`config.mk`:
```
export PLATFORM = sky130hd
export DESIGN_NAME = shift_seq
export DESIGN_NICKNAME = d
export VERILOG_FILES = /design/src/rtl/shift_pkg.sv /design/src/rtl/shift_stage.sv /design/src/rtl/shift_seq.sv
export SDC_FILE = /design/constraint.sdc
export NUM_CORES = 1
export LEC_CHECK = 0
export BUFFER_PORTS_ARGS = -buffer_cell sky130_fd_sc_hd__buf_2
export CAP_MARGIN = 30
export CELL_PAD_IN_SITES_DETAIL_PLACEMENT = 0
export CELL_PAD_IN_SITES_GLOBAL_PLACEMENT = 1
export CORE_MARGIN = 2
export CORE_UTILIZATION = 44
export CTS_CLUSTER_DIAMETER = 200
export DETAILED_ROUTE_END_ITERATION = 10
export PLACE_DENSITY = 0.77
export SLEW_MARGIN = 25
export SYNTH_ARGS = -nofsm -noshare
export SYNTH_HDL_FRONTEND = slang
export SYNTH_HIERARCHICAL = 1
export SYNTH_SLANG_ARGS = --single-unit
```
`constraint.sdc`:
```
create_clock -name clk -period 3.8 [get_ports clk]
set_input_delay 0.38 -clock clk [delete_from_list [all_inputs] [get_ports clk]]
set_output_delay 0.38 -clock clk [all_outputs]
set_load 0.05 [all_outputs]
```
`src/rtl/shift_pkg.sv`:
```
// Shared definitions for the multi-cycle shifter: op encoding, FSM states,
// default geometry and a small bit-scan helper used by the skip build.
`timescale 1ns/1ps
package shift_pkg;

  localparam int DEF_WIDTH = 16;
  localparam int DEF_CNT_W = 4;

  // Op encoding shared with the combinational shifters
  localparam logic [1:0] OP_ROL = 2'b00;
  localparam logic [1:0] OP_SLL = 2'b01;
  localparam logic [1:0] OP_ROR = 2'b10;
  localparam logic [1:0] OP_SRL = 2'b11;

  typedef enum logic [1:0] {
    IDLE = 2'd0,
    RUN  = 2'd1,
    DONE = 2'd2
  } state_t;

  // Index of the highest set bit; 0 when no bit is set.
  function automatic int unsigned msb_idx(input logic [31:0] v);
    int unsigned r;
    r = 0;
    for (int i = 0; i < 32; i++) begin
      if (v[i]) r = i;
    end
    return r;
  endfunction

endpackage

```
`src/rtl/shift_stage.sv`:
```
// One power-of-two shift/rotate stage: shifts data by 2^k according to op.
// Purely combinational; shift_seq reuses a single instance every cycle.
`timescale 1ns/1ps
module shift_stage
  import shift_pkg::*;
#(
  parameter int WIDTH = DEF_WIDTH,
  parameter int CNT_W = DEF_CNT_W,
  parameter int IDX_W = (CNT_W > 1) ? $clog2(CNT_W) : 1
) (
  input  logic [WIDTH-1:0] data,
  input  logic [1:0]       op,
  input  logic [IDX_W-1:0] k,
  output logic [WIDTH-1:0] result
);

  logic [CNT_W-1:0] amt;

  // Decode 2^k and apply the selected operation; amt never exceeds WIDTH/2,
  // so the complementary shift in the rotates stays below WIDTH.
  always_comb begin
    amt    = CNT_W'(1) << k;
    result = data;
    case (op)
      OP_ROL:  result = (data << amt) | (data >> (WIDTH - int'(amt)));
      OP_SLL:  result = data << amt;
      OP_ROR:  result = (data >> amt) | (data << (WIDTH - int'(amt)));
      default: result = data >> amt;
    endcase
  end

endmodule

```
`src/rtl/shift_seq.sv`:
```
// Multi-cycle shift sequencer: applies stages 8,4,2,1 one per clock through a
// single shift_stage instance. Start/Busy/Done handshake toward the pipeline.
// Optional build macro SHIFT_SEQ_SKIP_EN: visit only the set bits of Cnt, so
// RUN lasts max(1, popcount(Cnt)) cycles; results are identical.
//
// Handshake: Start is sampled only while Busy=0 (IDLE or DONE); a request is
// accepted on the edge where Start=1 is seen in IDLE, or in DONE without
// Flush. Busy is high in every RUN cycle, Done is a single-cycle pulse in the
// cycle after the last RUN edge, and Out is valid from that cycle until the
// next completion. Flush aborts RUN at the next edge without a Done.
`timescale 1ns/1ps
module shift_seq
  import shift_pkg::*;
#(
  parameter int WIDTH = DEF_WIDTH,
  parameter int CNT_W = DEF_CNT_W
) (
  input  logic             clk,
  input  logic             rst,
  input  logic             Start,
  input  logic [WIDTH-1:0] In,
  input  logic [1:0]       Op,
  input  logic [CNT_W-1:0] Cnt,
  input  logic             Flush,
  output logic             Busy,
  output logic             Done,
  output logic [WIDTH-1:0] Out,
  output state_t           dbg_state
);

  localparam int IDX_W = (CNT_W > 1) ? $clog2(CNT_W) : 1;

  state_t           state, state_next;
  logic [WIDTH-1:0] work;
  logic [1:0]       op_q;
  logic [CNT_W-1:0] cnt_q;
  logic [IDX_W-1:0] idx;

  logic             accept;
  logic             last;
  logic [IDX_W-1:0] idx_load;
  logic [IDX_W-1:0] idx_after;
  logic [WIDTH-1:0] stage_out;
  logic [WIDTH-1:0] work_step;

  shift_stage #(
    .WIDTH (WIDTH),
    .CNT_W (CNT_W),
    .IDX_W (IDX_W)
  ) u_stage (
    .data   (work),
    .op     (op_q),
    .k      (idx),
    .result (stage_out)
  );

  // Stage result is only taken when the current amount bit is set
  assign work_step = cnt_q[idx] ? stage_out : work;

`ifdef SHIFT_SEQ_SKIP_EN
  logic [CNT_W-1:0] below;

  // Jump straight between set bits of the amount; finish when none remain
  always_comb begin
    below     = cnt_q & ((CNT_W'(1) << idx) - CNT_W'(1));
    idx_load  = IDX_W'(msb_idx(32'(Cnt)));
    idx_after = IDX_W'(msb_idx(32'(below)));
    last      = (below == '0);
  end
`else
  // Walk every stage from the top bit down to bit 0
  always_comb begin
    idx_load  = IDX_W'(CNT_W - 1);
    idx_after = idx - IDX_W'(1);
    last      = (idx == '0);
  end
`endif

  // Next-state and request acceptance
  always_comb begin
    state_next = state;
    accept     = 1'b0;
    case (state)
      IDLE: begin
        if (Start) begin
          accept     = 1'b1;
          state_next = RUN;
        end
      end
      RUN: begin
        if (Flush)     state_next = IDLE;
        else if (last) state_next = DONE;
      end
      DONE: begin
        if (Start && !Flush) begin
          accept     = 1'b1;
          state_next = RUN;
        end else begin
          state_next = IDLE;
        end
      end
      default: state_next = IDLE;
    endcase
  end

  // State, operand capture, per-stage update and result register
  always_ff @(posedge clk or posedge rst) begin
    if (rst) begin
      state <= IDLE;
      work  <= '0;
      op_q  <= '0;
      cnt_q <= '0;
      idx   <= IDX_W'(CNT_W - 1);
      Out   <= '0;
    end else begin
      state <= state_next;
      if (accept) begin
        work  <= In;
        op_q  <= Op;
        cnt_q <= Cnt;
        idx   <= idx_load;
      end else if (state == RUN && !Flush) begin
        work <= work_step;
        idx  <= idx_after;
        if (last) Out <= work_step;
      end
    end
  end

  assign Busy      = (state == RUN);
  assign Done      = (state == DONE);
  assign dbg_state = state;

endmodule
```
---- Word-level counts from Yosys, hierarchy flattened ----
Index checks and enable logic that the tools add are counted.
word-level totals
  bits of input ports ..................... 26
  register bits ........................... 42
  word-level logic and storage cells ...... 48
operators by class
  reduce and logical (&&, ||, !) cells .... 9
  muxes and demuxes ....................... 16
  bitwise gates (word level) .............. 3
  shift operators ......................... 5
  $lt $le $gt $ge ......................... 1
  add/subtract/negate cells ............... 2
  equality and inequality tests ........... 6
operators by type and width
  kind                   count
  $mux W16               3
  $pmux W16 S3           1
  $or A16 B16 Y16        2
  $shl A16 B32 Y16       1
  $shr A16 B32 Y16       1
  $shl A16 B4 Y16        1
  $shr A16 B4 Y16        1
  $mux W2                5
  $logic_not A2 Y1       3
  $pmux W2 S3            1
  $sub A5 B4 Y6 const A  1
  $eq A2 B1 Y1 const B   2
  $eq A2 B2 Y1 const B   2
  $mux W1                4
  $shl A1 B2 Y4 const A  1
  $lt A2 B3 Y1 const B   1
  $ne A3 B2 Y1 const B   1
  $reduce_and A3 Y1      1
  $bmux W1 S2            1
  $logic_and A1 B1 Y1    2
  $ne A2 B2 Y1 const B   1
  $pmux W1 S2            1
  $reduce_and A2 Y1      1
  $reduce_bool A2 Y1     1
  other kinds (3)        3

---- Longest topological paths before layout ----
Gate-level depths: netlist of run 1.
  depth after elaboration ................. 8
  depth in mapped cells ................... 11

---- By module ----
The synthesis of run 1 kept the hierarchy.
modules (own cells, without submodules)
  module       seq. area each (um^2)  instances  cells an instance  area an instance (um^2)
  shift_seq    1,053.5                1          169                1,940.6
  shift_stage  0.0                    1          146                1,113.6

---- Worst setup path after synthesis of run 1 ----
Ideal clock, no wire load.
  path type ............................... reg-to-reg
  from .................................... reg idx[0]
  to ...................................... reg work[2]
  required time ........................... 3.674 ns
  cell stages (with the launch flop) ...... 11
  library setup time ...................... 0.126 ns
  path slack .............................. 1.186 ns
  period minus slack after synthesis ...... 2.614 ns
  arrival ................................. 2.488 ns
  cell sequence ........................... dfstp_2 buf_2 buf_2 buf_2 nand2_1 ha_1 mux4_2 a21oi_1 o21ai_0 and3_1 a311o_1
on the way
  longest elaborated chain between the ends .. 8
  elaborated cells on any way between the ends .. 14
  classes of those cells .................. add/sub: 1; shift: 5; mux: 6; bitwise: 2
RTL lines
  element                                                      RTL line                              text
  start: declaration                                           shift_seq.sv:37                       logic [IDX_W-1:0] idx;
  start signal: assignment                                     shift_seq.sv:113                      idx <= IDX_W'(CNT_W - 1);
  start signal: assignment                                     shift_seq.sv:121                      idx <= idx_load;
  start signal: assignment                                     shift_seq.sv:124                      idx <= idx_after;
  $shl A1 B2 Y4 *                                              shift_stage.sv:22                     amt = CNT_W'(1) << k;
  $sub A5 B4 Y6                                                shift_stage.sv:25, shift_stage.sv:27
  $shl A16 B32 Y16 / $shr A16 B32 Y16 (equally long branches)  shift_stage.sv:27, shift_stage.sv:25
  $or A16 B16 Y16 (on tied branches)                           shift_stage.sv:27, shift_stage.sv:25
  $pmux W16 S3 *                                               shift_stage.sv:24                     case (op)
  net stage_out[2]                                             shift_seq.sv:43                       logic [WIDTH-1:0] stage_out;
  $mux W16 *                                                   shift_seq.sv:58                       assign work_step = cnt_q[idx] ? stage_out : work;
  $mux W16 *                                                   shift_seq.sv:122                      end else if (state == RUN && !Flush) begin
  $mux W16 *                                                   shift_seq.sv:117                      if (accept) begin
  end signal: assignment                                       shift_seq.sv:118                      work <= In;
  end signal: assignment                                       shift_seq.sv:123                      work <= work_step;
  end: declaration                                             shift_seq.sv:34                       logic [WIDTH-1:0] work;
The timed path passes the listed nets; every way through them passes the cells marked *. The select of a mux whose other input is x is not followed.
A chain may end at the register's enable or synchronous reset.

---- Final worst setup path of run 1 ----
  from .................................... reg idx[0]
  to ...................................... reg work[7]
The elaborated chain is that of the path after synthesis.

==> flow_summary.json, run 1 <==
{
  "grt_overflow": 0,
  "synth_fa_ha_area_frac": 0.00819,
  "firstDrtPassIters": 4,
  "arrival_ns": 3.23,
  "synth_nets": 343,
  "path_clk_slew_ns": 0.09,
  "grt_usage": 0.230,
  "wl_per_cell_um": 19.5,
  "routed_wl_um": 8340,
  "netlist_instances": 315,
  "grt_start_max_net_pins": 46,
  "period_needed_ns": 3.05,
  "root_buffer": "clkbuf_8",
  "met1_length_um": 3810,
  "top_layer": "met4",
  "synth.distinct_cells": 44,
  "design.core.area_um2": 6760,
  "crit_required_ns": 3.98,
  "ant_nets": 0,
  "clock-sinks": 42,
  "ir_drop_uv": 572,
  "max_cap_violations": 0,
  "die_area_um2": 7620,
  "tightest_slew_ns": 0.824,
  "synth_compound_area_frac": 0.219,
  "synth_top_family_by_area": "compound AO/OA/AOI/OAI gates",
  "start_util": 0.452,
  "synthesis.area_um2": 3050,
  "drt_iter0_drc": 317,
  "fillers": 654,
  "synth_xor_area_frac": 0,
  "antenna_found_initial": 0,
  "hold_viol_final": 0,
  "grt_pass1_wl_um": 13500,
  "p_per_area_nw_per_um2": 1050,
  "dpl_cell_area_um2": 3320,
  "seq_area_frac_synth": 0.345,
  "ys_ff_latch": 42,
  "crit_type": "flop to flop",
  "cts_resized": 0,
  "syn_avg_cell_area_um2": 9.70,
  "worst_clock_skew_ns": 0.00726,
  "synth_ff_type": "dfrtp_1",
  "clock_latency_ns": 0.30,
  "postCtsSetupBuffers": 0,
  "synthArstFlopShare": 1.00,
  "path_max_fanout": 45,
  "drive_above_1_share": 0.264,
  "dp_hpwl_um": 5810,
  "grt_pass1_vias": 2500,
  "via_per_inst": 6.27,
  "total_leakage_power_nw": 1.61,
  "cts_max_path_buffers": 2,
  "die_w_um": 87.3,
  "yosys_warnings": 6,
  "max_freq_mhz": 328,
  "dr_wl_met3_um": 613,
  "syn2layout_area_growth_pct": 12.2,
  "dr_wl_met2_um": 3820,
  "drc": 0,
  "crit_path_end_kind": "flop",
  "die_h_um": 87.3,
  "cts_tree": "built",
  "design_area_um2": 3430,
  "nets": 375,
  "antennaDiodeCount": 0,
  "htreeDepth": 2,
  "io_pins": 46,
  "num_rows": 30,
  "whs_ns": 0.110,
  "timing.final.crit_share": 0.802,
  "drv_slew": 0,
  "cts_buffers": 5,
  "synth.mux.area_fraction": 0.216,
  "rsz0062_at_grt": "false",
  "finalSetupTns_ns": 0,
  "num_vias": 2684,
  "synth_edf_count": 0,
  "min_path_type": "input port to async pin",
  "portBuffers": 45,
  "start_kind": "flop",
  "synth-simple-area-share": 0.152,
  "ctsHoldBuffers": 0,
  "setup_violations": 0,
  "slew-limit-headroom": 0.451,
  "status": "finished clean",
  "gp_congestion": 0.900
}
-- worst paths after layout --
path                       startpoint  endpoint  slack, ns  cells past startpoint
setup / recovery               idx[0]   work[7]       0.75                      7
hold / removal                    rst    Out[9]       0.11                      2
setup reg to reg               idx[0]   work[7]       0.75                      7
hold reg to reg              cnt_q[0]  cnt_q[0]       0.52                      1
max in group asynchronous         rst    idx[1]       2.98                      3
min in group clk                In[8]   work[8]       0.31                      2
-- worst max-delay path, cell delays in order (launching register included) --
cell	delay [ns]
dfstp_2	1.07
buf_4	0.37
mux2_4	0.32
o22ai_1	0.18
o22ai_1	0.12
a221o_1	0.39
and3_1	0.15
a311o_1	0.31
-- synthesized netlist by cell type, types with 2 or more instances --
cell type	instances	share of area
a21oi_1	30	0.049
a211oi_1	9	0.022
dfstp_2	2	0.017
nor2b_1	8	0.016
buf_6	3	0.011
buf_2	5	0.0082
nand2b_1	6	0.012
inv_1	9	0.011
nand3_1	4	0.0066
a31o_2	2	0.0057
and3_1	24	0.049
a311o_1	8	0.026
a211o_1	3	0.0086
nor2_1	26	0.032
mux2_2	10	0.037
a221o_1	10	0.033
o31ai_1	3	0.0074
a221oi_1	3	0.0086
clkbuf_1	16	0.020
o21ai_0	10	0.016
nand2_1	19	0.023
ha_1	2	0.0082
buf_4	4	0.0098
o221ai_1	2	0.0057
mux2i_1	24	0.079
o211ai_1	2	0.0049
mux4_2	13	0.096
dfrtp_1	40	0.33
o22ai_1	3	0.0061
-- final cells by class --
cell class              instances  area [um^2]  area share
flip-flops and latches         42         1050       0.307
repair buffers                 53          293      0.0854
inverters                       9         33.8     0.00986
clock inverters                 3         40.0      0.0117
clock buffers                   5         68.8      0.0201
multi-input cells             236         1840       0.536
well taps                      80          100      0.0292
-- through the flow --
step	setup slack [ns]	std cells	total power, mW	util
5_1_grt	0.571	428	3.86	0.507
3_3_place_gp	0.840	419	3.23	0.489
4_1_cts	0.773	428	3.60	0.507
3_5_place_dp	0.787	420	3.24	0.491
6_report	0.754	428	3.61	0.507
2_1_floorplan	1.19	315	2.74	-
-- power breakdown --
group,leakage (nW),total (mW),switching [mW],internal [mW]
combinational,1.04,2.17,1.23,0.941
clock,0.0579,0.354,0.160,0.194
sequential,0.511,1.09,0.430,0.658
-- routing by layer --
layer	vias to the layer above	global-route usage
li1	1265	-
met1	1298	0.361
met2	113	0.322
met3	8	0.0389
met4	0	0.0657
met5	-	0
-- cells by family after synthesis --
family / after synthesis
simple gates: 92
buf+inv: 37
fa+ha+maj: 2
mux: 48
compound gates: 94
flops: 42
-- layout by cell type, fill, tap and decap left out, types with 3 or more instances in the layout --
master    count
mux4_2       13
a221oi_1      3
inv_1         9
o31ai_1       3
mux2_2       10
nand3_1       4
nor2_1       26
clkbuf_8      5
a221o_1      10
dfrtp_1      40
a211o_1       3
buf_2        45
o22ai_1       3
mux2i_1      24
a211oi_1      9
nand2_1      19
nand2b_1      6
a21oi_1      30
nor2b_1       8
a311o_1       8
buf_4         7
and3_1       24
o21ai_0      10
-- registers in the layout, summed over array words and instances (netlist names) --
name,flops
Out,16
work,16
cnt_q,4
dbg_state,2
idx,2
op_q,2
No activity file was read; power rests on OpenSTA's default activity.
==> run 2: changes to the inputs <==
clock period = 3.16 ns   (was 3.8 ns; I/O delays follow)
==> flow_summary.json, run 2 (synthesis gave the netlist of run 1 again) <==
{
  "grt_pass1_vias": 2727,
  "io_pins": 46,
  "via_per_inst": 6.29,
  "worst_clock_skew_ns": 0.00482,
  "start_kind": "flop",
  "portBuffers": 45,
  "hold_viol_final": 0,
  "place_ws_ns": 0.586,
  "setup_slack_ns": 0.536,
  "path_clk_slew_ns": 0.08,
  "grt_usage": 0.241,
  "grt_pass1_wl_um": 14100,
  "cpPeakStageDelay_ns": 0.83,
  "num_rows": 30,
  "crit_chain": "nor2_1, inv_1, ha_1, mux2i_1, o211ai_1, nand3_1, o21ai_0, and3_1, a311o_1",
  "wl_per_cell_um": 19.7,
  "max_cap_violations": 0,
  "cp.buffers_inverters": 1,
  "fin_cells": 431,
  "place_inst": 424,
  "antennaDiodeCount": 0,
  "whs_ns": 0.0146,
  "ir_drop_uv": 670,
  "p_per_area_nw_per_um2": 1260,
  "total_leakage_power_nw": 1.60,
  "max_freq_mhz": 381,
  "htreeDepth": 2,
  "setup_violations": 0,
  "timing.final.crit_share": 0.830,
  "finalSetupTns_ns": 0,
  "rsz0062_at_grt": "false",
  "status": "finished clean",
  "layout_commonest_cell": "buf_2",
  "antenna_found_initial": 0,
  "num_vias": 2710,
  "die_area_um2": 7620,
  "crit_required_ns": 3.34,
  "cts_resized": 0,
  "drt_iter0_drc": 290,
  "ant_nets": 0,
  "drive_above_1_share": 0.268,
  "grt_start_max_net_pins": 34,
  "routed_wl_um": 8490,
  "gp_congestion": 0.923,
  "clock_latency_ns": 0.29,
  "syn2layout_area_growth_pct": 12.0,
  "reg_top3": "Out: 16 flops, work: 16 flops, cnt_q: 4 flops",
  "ctsHoldBuffers": 0,
  "drv_slew": 0,
  "min_path_type": "input port to async pin",
  "start_util": 0.452,
  "die_h_um": 87.3,
  "slew-limit-headroom": 0.553,
  "arrival_ns": 2.80,
  "slowest_stage": "dfstp_2",
  "crit_type": "flop to flop",
  "firstDrtPassIters": 5,
  "final_cell_mix": "buf_2, dfrtp_1, a21oi_1",
  "cts_max_path_buffers": 2,
  "path_delay_family": "flip-flops",
  "grt_overflow": 0,
  "design.core.area_um2": 6760,
  "period_needed_ns": 2.62,
  "crit_path_end_kind": "flop",
  "drc": 0,
  "path_max_fanout": 24,
  "postCtsSetupBuffers": 0,
  "cts_tree": "built",
  "die_w_um": 87.3,
  "cts_buffers": 5,
  "clock-sinks": 42,
  "nets": 379,
  "total_power_mw": 4.32,
  "dp_hpwl_um": 6070,
  "tightest_slew_ns": 0.671,
  "root_buffer": "clkbuf_8"
}
==> run 2: through the flow <==
step                utilization  area, um^2
floorplan                     -        3050
global placement          0.494        3340
detailed placement        0.494        3340
CTS                       0.506        3420
global route              0.506        3420
finish                    0.506        3420
==> run 2: layer usage <==
layer  GRT usage  wire (um)  up-vias
li1            -          -     1264
met1       0.353       3930     1329
met2       0.363       3880      104
met3      0.0379        522       13
met4      0.0797        153        0
met5           0          0        -
==> run 2: layout make-up <==
type / instances / area (um^2)
clock inverters: 1 / 7.51
repair buffers: 57 / 315
well taps: 80 / 100
inverters: 9 / 33.8
flip-flops and latches: 42 / 1050
multi-input cells: 236 / 1840
clock buffers: 6 / 72.6
fillers: 652 / 3340
==> run 2: power by group <==
part / internal, mW / total [mW] / switching [mW] / leakage (nW)
registers: 0.790 / 1.24 / 0.454 / 0.511
clock network: 0.152 / 0.334 / 0.183 / 0.0373
logic: 1.16 / 2.74 / 1.58 / 1.06
==> run 2: final timing paths <==
check / to / startpoint / slack [ns] / depth (start not counted)
hold reg to reg: cnt_q[3] / cnt_q[3] / 0.52 / 1
setup reg to reg: work[1] / idx[1] / 0.54 / 9
setup / recovery: work[1] / idx[1] / 0.54 / 9
min in group clk: op_q[0] / Op[0] / 0.24 / 2
hold / removal: Out[10] / rst / 0.01 / 2
max in group asynchronous: idx[0] / rst / 2.35 / 3
==> run 3: changes to the inputs <==
clock period = 2.65 ns   (was 3.16 ns; I/O delays follow)
==> flow_summary.json, run 3 (synthesis gave the netlist of run 1 again) <==
{
  "start_kind": "flop",
  "design.core.area_um2": 6760,
  "start_util": 0.452,
  "crit_type": "flop to flop",
  "design_area_um2": 3470,
  "crit_required_ns": 2.83,
  "reg_top3": "Out: 16 flops, work: 16 flops, cnt_q: 4 flops",
  "via_per_inst": 6.40,
  "antennaDiodeCount": 0,
  "r2r_cells": 7,
  "routed_wl_um": 8540,
  "ant_nets": 0,
  "setup_slack_ns": 0.293,
  "final_cell_mix": "buf_2, dfrtp_1, a21oi_1",
  "arrival_ns": 2.54,
  "min_path_type": "input port to async pin",
  "htreeDepth": 2,
  "die_h_um": 87.3,
  "fillers": 650,
  "cts_resized": 0,
  "cpPeakStageDelay_ns": 0.69,
  "place_ws_ns": 0.322,
  "gp_congestion": 0.982,
  "num_vias": 2770,
  "num_rows": 30,
  "whs_ns": 0.0914,
  "drv_slew": 0,
  "grt_usage": 0.233,
  "clock_latency_ns": 0.29,
  "finalSetupTns_ns": 0,
  "slowest_stage": "dfstp_2",
  "crit_chain": "nand2_1, ha_1, mux4_2, a21oi_1, o21ai_0, and3_1, a311o_1",
  "total_leakage_power_nw": 1.63,
  "layout_commonest_cell": "buf_2",
  "drc": 0,
  "rsz0062_at_grt": "false",
  "crit_path_end_kind": "flop",
  "p_per_area_nw_per_um2": 1510,
  "dpl_cell_area_um2": 3370,
  "path_max_fanout": 12,
  "period_needed_ns": 2.36,
  "grt_pass1_wl_um": 14100,
  "path_clk_slew_ns": 0.09,
  "antenna_found_initial": 0,
  "slew-limit-headroom": 0.526,
  "tightest_slew_ns": 0.711,
  "grt_pass1_vias": 2617,
  "grt_overflow": 0,
  "worst_clock_skew_ns": 0.00569,
  "firstDrtPassIters": 5,
  "max_freq_mhz": 424,
  "status": "finished clean",
  "portBuffers": 45,
  "drive_above_1_share": 0.275,
  "syn2layout_area_growth_pct": 13.6,
  "drt_iter0_drc": 277,
  "wl_per_cell_um": 19.7,
  "cts_buffers": 5,
  "io_pins": 46,
  "setup_violations": 0,
  "timing.final.crit_share": 0.889,
  "total_power_mw": 5.25,
  "grt_start_max_net_pins": 43,
  "hold_viol_final": 0,
  "die_area_um2": 7620,
  "nets": 380,
  "ir_drop_uv": 725,
  "ctsHoldBuffers": 0,
  "postCtsSetupBuffers": 0,
  "cts_tree": "built",
  "max_cap_violations": 0,
  "clock-sinks": 42,
  "die_w_um": 87.3,
  "cts_max_path_buffers": 2,
  "root_buffer": "clkbuf_8",
  "dp_hpwl_um": 5920
}
run 3: cell count changes in the layout (fill, tap and decap cells not counted):
cell	previous run	this run
clkbuf_8	5	6
clkinv_2	0	1
buf_4	12	11
buf_12	0	2
clkbuf_1	1	0
run 3: power by group:
part | internal [mW] | total [mW] | switching (mW)
Combinational | 1.44 | 3.33 | 1.90
Sequential | 0.941 | 1.47 | 0.534
Clock | 0.210 | 0.437 | 0.228
run 3: final cells by class:
cell class,count,area (um^2),area share
Clock inverter,2,12.5,0.00361
Multi-Input combinational cell,236,1840,0.530
Inverter,9,33.8,0.00974
Clock buffer,6,82.6,0.0238
Tap cell,80,100,0.0289
Timing Repair Buffer,58,348,0.100
Sequential cell,42,1050,0.304
run 3: final timing paths:
kind	start	end	slack (ns)
min reg2reg	cnt_q[1]	cnt_q[1]	0.52
max reg2reg	idx[0]	work[2]	0.29
min	rst	Out[10]	0.09
min in group clk	In[8]	work[8]	0.20
max in group asynchronous	rst	idx[0]	2.18
max	idx[0]	work[2]	0.29
run 3: per-layer routing:
metal / global-route usage / part of all wire / vias up
met5: 0 / 0 / -
met4: 0.0517 / 0.013 / 0
met1: 0.366 / 0.48 / 1375
met2: 0.333 / 0.45 / 105
li1: - / - / 1276
met3: 0.0398 / 0.060 / 14
run 3: worst max-delay path: cells and delay by family, from the launching register on:
kind	cells	cell delay (ns)
AOI/OAI and AO/OA	3	0.60
adders and majority gates	1	0.35
DFF	1	0.69
muxes	1	0.30
and+or+nand+nor	2	0.29
run 3: through the flow:
step                cells  utilization
floorplan             315            -
global placement      425        0.499
detailed placement    425        0.499
CTS                   433        0.513
global route          433        0.513
finish                433        0.513
